==> config.mk <==
export PLATFORM = sky130hd
export DESIGN_NAME = execute
export DESIGN_NICKNAME = d
export VERILOG_FILES = /design/src/rtl/execute_pkg.sv /design/src/rtl/execute_muldiv.sv /design/src/rtl/execute.sv
export SDC_FILE = /design/constraint.sdc
export NUM_CORES = 1
export LEC_CHECK = 0
export BUFFER_PORTS_ARGS = -buffer_cell sky130_fd_sc_hd__buf_2
export CAP_MARGIN = 30
export CORE_MARGIN = 2
export CORE_UTILIZATION = 32
export CTS_CLUSTER_SIZE = 20
export DETAILED_ROUTE_END_ITERATION = 16
export PLACE_DENSITY = 0.57
export SYNTH_ARGS = -nofsm -noshare
export SYNTH_HDL_FRONTEND = slang
export SYNTH_SLANG_ARGS = --single-unit
==> constraint.sdc <==
create_clock -name clk -period 5.3 [get_ports clk]
set_input_delay 0.53 -clock clk [delete_from_list [all_inputs] [get_ports clk]]
set_output_delay 0.53 -clock clk [all_outputs]
set_load 0.03 [all_outputs]
==> src/rtl/execute_pkg.sv <==
// Shared types and helpers for the execute stage.
package execute_pkg;

    typedef enum logic [4:0] {
        ALU_ADD   = 5'd0,
        ALU_SUB   = 5'd1,
        ALU_AND   = 5'd2,
        ALU_OR    = 5'd3,
        ALU_XOR   = 5'd4,
        ALU_NOR   = 5'd5,
        ALU_SLT   = 5'd6,
        ALU_SLTU  = 5'd7,
        ALU_SLL   = 5'd8,
        ALU_SRL   = 5'd9,
        ALU_SRA   = 5'd10,
        ALU_LUI   = 5'd11,
        ALU_MULT  = 5'd12,
        ALU_MULTU = 5'd13,
        ALU_DIV   = 5'd14,
        ALU_DIVU  = 5'd15,
        ALU_MFHI  = 5'd16,
        ALU_MFLO  = 5'd17,
        ALU_MTHI  = 5'd18,
        ALU_MTLO  = 5'd19
    } alu_op_e;

    typedef enum logic [1:0] {
        ST_IDLE,
        ST_BUSY,
        ST_FIX
    } muldiv_state_e;

    localparam int unsigned MULDIV_ITER = 32;

    // True for any operation that reads or writes HI/LO or starts mult/div.
    function automatic logic is_hilo_op(input logic [4:0] op);
        return (op == ALU_MULT) || (op == ALU_MULTU) || (op == ALU_DIV)  ||
               (op == ALU_DIVU) || (op == ALU_MFHI)  || (op == ALU_MFLO) ||
               (op == ALU_MTHI) || (op == ALU_MTLO);
    endfunction

endpackage

==> src/rtl/execute_muldiv.sv <==
// Iterative 32-bit multiply/divide: one shift-add or restoring
// shift-subtract step per cycle, then a sign-fix cycle.
module execute_muldiv
    import execute_pkg::*;
(
    input  logic        clk,
    input  logic        rst,
    input  logic        start,
    input  logic        is_signed,
    input  logic        is_div,
    input  logic [31:0] a,
    input  logic [31:0] b,
    output logic        busy,
    output logic        done,
    output logic [63:0] result
);

    muldiv_state_e state, state_n;
    logic [5:0]    cnt;
    logic [31:0]   r;
    logic [31:0]   q;
    logic [31:0]   opa;
    logic          div_op;
    logic          q_neg;
    logic          r_neg;

    logic [32:0]   add_sum;
    logic [33:0]   sub_diff;
    logic [31:0]   a_abs;
    logic [31:0]   b_abs;
    logic          a_neg;
    logic          b_neg;

    // State register.
    always_ff @(posedge clk) begin
        if (rst) state <= ST_IDLE;
        else     state <= state_n;
    end

    // Next-state: IDLE -> BUSY on start, BUSY for MULDIV_ITER steps, FIX for one cycle.
    always_comb begin
        state_n = state;
        case (state)
            ST_IDLE: if (start) state_n = ST_BUSY;
            ST_BUSY: if (cnt == 6'(MULDIV_ITER - 1)) state_n = ST_FIX;
            ST_FIX:  state_n = ST_IDLE;
            default: state_n = ST_IDLE;
        endcase
    end

    // Operand magnitudes and per-step arithmetic.
    always_comb begin
        a_neg    = is_signed & a[31];
        b_neg    = is_signed & b[31];
        a_abs    = a_neg ? -a : a;
        b_abs    = b_neg ? -b : b;
        add_sum  = {1'b0, r} + (q[0] ? {1'b0, opa} : 33'd0);
        sub_diff = {1'b0, r, q[31]} - {2'b00, opa};
    end

    // Datapath: q holds multiplier/dividend and shifts in product/quotient bits; r is the upper half/remainder.
    always_ff @(posedge clk) begin
        if (rst) begin
            cnt    <= '0;
            r      <= '0;
            q      <= '0;
            opa    <= '0;
            div_op <= 1'b0;
            q_neg  <= 1'b0;
            r_neg  <= 1'b0;
        end else begin
            case (state)
                ST_IDLE: begin
                    if (start) begin
                        cnt    <= '0;
                        r      <= '0;
                        q      <= a_abs;
                        opa    <= b_abs;
                        div_op <= is_div;
                        // Divide by zero keeps the all-ones quotient unsigned.
                        q_neg  <= (a_neg ^ b_neg) & ~(is_div & (b == 32'd0));
                        r_neg  <= is_div & a_neg;
                    end
                end
                ST_BUSY: begin
                    cnt <= cnt + 6'd1;
                    if (div_op) begin
                        if (!sub_diff[33]) begin
                            r <= sub_diff[31:0];
                            q <= {q[30:0], 1'b1};
                        end else begin
                            r <= {r[30:0], q[31]};
                            q <= {q[30:0], 1'b0};
                        end
                    end else begin
                        r <= add_sum[32:1];
                        q <= {add_sum[0], q[31:1]};
                    end
                end
                default: ;
            endcase
        end
    end

    // Sign-corrected result, valid while done is high.
    always_comb begin
        busy = (state != ST_IDLE);
        done = (state == ST_FIX);
        if (div_op)
            result = {(r_neg ? -r : r), (q_neg ? -q : q)};
        else
            result = q_neg ? -{r, q} : {r, q};
    end

endmodule

==> src/rtl/execute.sv <==
// MIPS execute stage: single-cycle ALU, HI/LO registers, stall for
// HI/LO hazards against the iterative mult/div, and ex->mem registers.
module execute
    import execute_pkg::*;
#(
    parameter int DATA_WIDTH  = 32,
    parameter int REGS_DEPTH  = 5,
    parameter int SHAMT_WIDTH = 5
) (
    input  logic                      clk,
    input  logic                      rst,
    input  logic [DATA_WIDTH-1:0]     reg_s_data_ex,
    input  logic [DATA_WIDTH-1:0]     reg_t_data_ex,
    input  logic [DATA_WIDTH-1:0]     imm_ex,
    input  logic [SHAMT_WIDTH-1:0]    shamt_ex,
    input  logic [4:0]                alu_op_ex,
    input  logic                      alu_src_sel_ex,
    input  logic                      reg_d_we_ex,
    input  logic [REGS_DEPTH-1:0]     reg_d_addr_ex,
    input  logic                      reg_d_data_sel_ex,
    input  logic [DATA_WIDTH/8-1:0]   mem_we_ex,
    output logic                      stall_ex,
    output logic [DATA_WIDTH-1:0]     alu_data_mem,
    output logic [DATA_WIDTH-1:0]     reg_t_data_mem,
    output logic                      reg_d_we_mem,
    output logic [REGS_DEPTH-1:0]     reg_d_addr_mem,
    output logic                      reg_d_data_sel_mem,
    output logic [DATA_WIDTH/8-1:0]   mem_we_mem
);

    logic [DATA_WIDTH-1:0] op_a;
    logic [DATA_WIDTH-1:0] op_b;
    logic [DATA_WIDTH-1:0] alu_res;
    logic [DATA_WIDTH-1:0] hi;
    logic [DATA_WIDTH-1:0] lo;
    logic                  md_start;
    logic                  md_signed;
    logic                  md_div;
    logic                  md_busy;
    logic                  md_done;
    logic [63:0]           md_result;

    // Operand selection, mult/div decode and hazard stall.
    always_comb begin
        op_a      = reg_s_data_ex;
        op_b      = alu_src_sel_ex ? imm_ex : reg_t_data_ex;
        md_start  = (alu_op_ex == ALU_MULT) || (alu_op_ex == ALU_MULTU) ||
                    (alu_op_ex == ALU_DIV)  || (alu_op_ex == ALU_DIVU);
        md_signed = (alu_op_ex == ALU_MULT) || (alu_op_ex == ALU_DIV);
        md_div    = (alu_op_ex == ALU_DIV)  || (alu_op_ex == ALU_DIVU);
        stall_ex  = md_busy && is_hilo_op(alu_op_ex);
    end

    // Single-cycle ALU.
    always_comb begin
        alu_res = '0;
        case (alu_op_ex)
            ALU_ADD:  alu_res = op_a + op_b;
            ALU_SUB:  alu_res = op_a - op_b;
            ALU_AND:  alu_res = op_a & op_b;
            ALU_OR:   alu_res = op_a | op_b;
            ALU_XOR:  alu_res = op_a ^ op_b;
            ALU_NOR:  alu_res = ~(op_a | op_b);
            ALU_SLT:  alu_res = ($signed(op_a) < $signed(op_b)) ? DATA_WIDTH'(1) : '0;
            ALU_SLTU: alu_res = (op_a < op_b) ? DATA_WIDTH'(1) : '0;
            ALU_SLL:  alu_res = op_b << shamt_ex;
            ALU_SRL:  alu_res = op_b >> shamt_ex;
            ALU_SRA:  alu_res = $unsigned($signed(op_b) >>> shamt_ex);
            ALU_LUI:  alu_res = {op_b[15:0], {(DATA_WIDTH-16){1'b0}}};
            ALU_MFHI: alu_res = hi;
            ALU_MFLO: alu_res = lo;
            default:  alu_res = '0;
        endcase
    end

    // The unit only sees start while idle, so it never restarts mid-operation.
    execute_muldiv u_muldiv (
        .clk       (clk),
        .rst       (rst),
        .start     (md_start && !md_busy),
        .is_signed (md_signed),
        .is_div    (md_div),
        .a         (op_a),
        .b         (op_b),
        .busy      (md_busy),
        .done      (md_done),
        .result    (md_result)
    );

    // HI/LO: mult/div completion or MTHI/MTLO (the two are mutually exclusive in time).
    always_ff @(posedge clk) begin
        if (rst) begin
            hi <= '0;
            lo <= '0;
        end else if (md_done) begin
            hi <= md_result[63:32];
            lo <= md_result[31:0];
        end else if (!stall_ex) begin
            if (alu_op_ex == ALU_MTHI) hi <= op_a;
            if (alu_op_ex == ALU_MTLO) lo <= op_a;
        end
    end

    // ex->mem pipeline register; a stalled instruction becomes a bubble.
    always_ff @(posedge clk) begin
        if (rst || stall_ex) begin
            alu_data_mem       <= '0;
            reg_t_data_mem     <= '0;
            reg_d_we_mem       <= 1'b0;
            reg_d_addr_mem     <= '0;
            reg_d_data_sel_mem <= 1'b0;
            mem_we_mem         <= '0;
        end else begin
            alu_data_mem       <= alu_res;
            reg_t_data_mem     <= reg_t_data_ex;
            reg_d_we_mem       <= reg_d_we_ex;
            reg_d_addr_mem     <= reg_d_addr_ex;
            reg_d_data_sel_mem <= reg_d_data_sel_ex;
            mem_we_mem         <= mem_we_ex;
        end
    end

endmodule

==> metrics.md <==
| Metric | Value |
|---|---|
| Fin crit share | 0.830 |
| Worst vdd ir | around 0.18 mV |
| CP max stage delay | a little over 800 ps |
| Num CTS Buffers | 35 |
| Worst rel slew slack | 0.287 |
| Placer congestion estimate | around 1 |
| Sinks on Clock Net | 246 |
| Fin. Hold Viols | 0 |
| Synth Instances | ~3500 |
| Post-DR wirelength/cell | between 20 and 30 um |
| Die Area | a little over 80000 um^2 |
| Final setup vio count | 0 |
| Fmax | ~230 MHz |
| Post-synth EDFFs | 0 |
| Placement Setup Slack | 440 ps |
| Syn_area_per_cell | approximately 7.2 um^2 |
| Post-cts hold buffer count | 0 |
| CTS tree | done |
| Synth cell count leaders | nor2_1, a21oi_1, nand2_1, o21ai_0, dfxtp_1 |
| Max cap viols | 0 |
| Setup repair bufs after CTS | 0 |
| CTS root buf | clkbuf_16 |
| First-pass GRT wire length | 177000 um |
| Syn nets | between 3000 and 4000 |
| Worst Tran Pin Value | between 1000 and 1500 ps |
| Largest net degree at the start of global routing | a little over 70 |
| DIE HEIGHT | 284 um |
| Gr ovfl total | 0 |
| Yosys top cell by area | dfxtp_1 |
| Post-Syn Area | between 20000 and 30000 um^2 |
| Routed Antenna Nets | 0 |
| GRT Overall Usage | 0.289 |
| Initial Utilization | 0.324 |
| Core Region | 77500 um^2 |
| CP endpoint kind | register |
| Arrival @ worst endpoint | just under 5000 ps |
| Number of global-route vias before repair | about 26000 |
| Share of synthesized registers carrying an async set or reset | 0 |
| Min cycle time layout | about 4400 ps |
| Max-slew violations | 0 |
| # nets final | 3883 |
| Worst setup path category | in -> reg |
| Worst setup SP type | input port |
| FF+latch count, synth | 246 |
| Port Buffer Count | a little under 200 |
| RSZ-0062 raised after global routing | no |
| Die X | ~280 um |
| Initial DRC Count | roughly 3100 |
| Crit path cell chain | buf_2, buf_12, mux2i_1, inv_1, ha_1, a21oi_1, o21ai_0, nand2_1, a31oi_1, a311oi_1, o31ai_1, buf_4, a221oi_1, mux2i_1, a21oi_1 |
| Routed vias/inst | between 5 and 6 |
| Longest Clk Path Bufs | 3 |
| Hold depth | 2 |
| Num ports | approximately 200 |
| Status | finished clean |
| Final HPWL DP | 94500 um |
| Final setup TNS | 0 ps |
| R2R depth | 14 |
| Synthesis-to-layout area growth | 14.1% |
| Initial antenna violation count | 4 |
| CTS HTree Levels | 2 |
| Routed wire length | approximately 120000 um |
| # DRC | 0 |
| CTS clk-pin slew, worst paths | approximately 60 ps |
| Synth Warn # | 0 |
| Layout cell share with drive strength beyond 1 | 0.123 |
| Leading post-synthesis cells by cell area | dfxtp_1, ha_1, mux2i_1 |
| Pleak | ~12 nW |
| Skew final | 30.6 ps |
| Post-synthesis sequential area ratio | 0.196 |
| Drt pass-1 iters | 9 |
| Clk_lat worst skew | 580 ps |
| # rows | approximately 100 |
| Main synth FF type | dfxtp_1 |
| Req. time, crit path | between 5000 and 6000 ps |
| Final WS setup | about 900 ps |
| Post-cts repair resize count | 0 |
| Hold WC Path Type | in -> reg |
| Count leader, synth | nor2_1 |
| Via count | approximately 28000 |
| Synth cell types | between 80 and 90 |
| Top cell type's share of synthesized area | 0.196 |
| CP max-delay cell | mux2i_1 |
| CP Max Fanout | 22 |
| P per Cell Area | 232 nW/um^2 |
-- flip-flops by register name, indices dropped and copies added (netlist names), 5 cells and up --
register and count:
u_muldiv.cnt 6, u_muldiv.r 32, alu_data_mem 32, u_muldiv.q 32, hi 32, u_muldiv.opa 32, reg_t_data_mem 32, reg_d_addr_mem 5
lo 32
-- cell type report --
class | count | area, um^2
tap | 1040 | 1300
clock inverter | 16 | 241
clock buffer | 46 | 947
multi-input combinational | 2829 | 18600
fill | 8359 | 48800
timing repair buffer | 316 | 1960
sequential | 246 | 4930
antenna | 2 | 5.00
inverter | 157 | 589
-- placed cells by master, fill, tap and decap left out, drive strengths merged, types with 57 or more instances in the layout --
cell and n:
nor2 435, a21oi 321, buf 315, nand2 304, o21ai 261, dfxtp 246, mux2i 180, ha 174
inv 152, a211oi 143, xnor2 125, nor3 80, nand3 70, and2 57
-- metrics by stage --
step | std cells | hold slack [ps] | utilization | area [um^2] | power (mW)
after CTS | 4649 | 145 | 0.369 | 28600 | 6.65
after global placement | 4580 | 440 | 0.353 | 27300 | 4.16
final | 4652 | 168 | 0.369 | 28600 | 6.64
after detailed placement | 4587 | 447 | 0.354 | 27400 | 4.14
after global routing | 4650 | 154 | 0.369 | 28600 | 6.90
after floorplan | 3472 | 432 | - | 25100 | 3.35
-- final timing paths --
| check | slack (ps) | startpoint | endpoint |
|---|---|---|---|
| max | 900 | alu_src_sel_ex | alu_data_mem[31] |
| min | 170 | reg_d_addr_ex[0] | reg_d_addr_mem[0] |
| max reg2reg | 1240 | u_muldiv.q[0] | u_muldiv.r[27] |
| min reg2reg | 460 | u_muldiv.opa[17] | u_muldiv.opa[17] |
-- where the power goes --
group          switching, mW  internal, mW
registers             0.0683          1.92
logic                   1.45         0.728
clock network           1.01          1.47
total                   2.52          4.12
-- worst max-delay path, delay by kind of cell --
kind | cells | cell delay [ps]
buffers and inverters | 4 | 1140
AOI/OAI and AO/OA | 7 | 1560
and+or+nand+nor | 1 | 160
muxes | 2 | 1070
adders and majority gates | 1 | 320
-- metal layers --
metal | track usage | vias to the layer above | routed length (um)
met4 | 0.122 | 6 | 5660
met5 | 0 | - | 38
li1 | - | 12887 | -
met3 | 0.0450 | 270 | 8880
met1 | 0.374 | 13213 | 51200
met2 | 0.474 | 1275 | 55800
-- cell families after synthesis --
group / after synthesis / share of synthesized area
xor+xnor: 173 / 0.0604
buf+inv: 397 / 0.0640
simple gates: 1134 / 0.205
mux: 207 / 0.0916
compound gates: 1137 / 0.293
flops: 246 / 0.196
fa+ha+maj: 178 / 0.0900
Note: power is estimated with default switching activity, not from simulation.
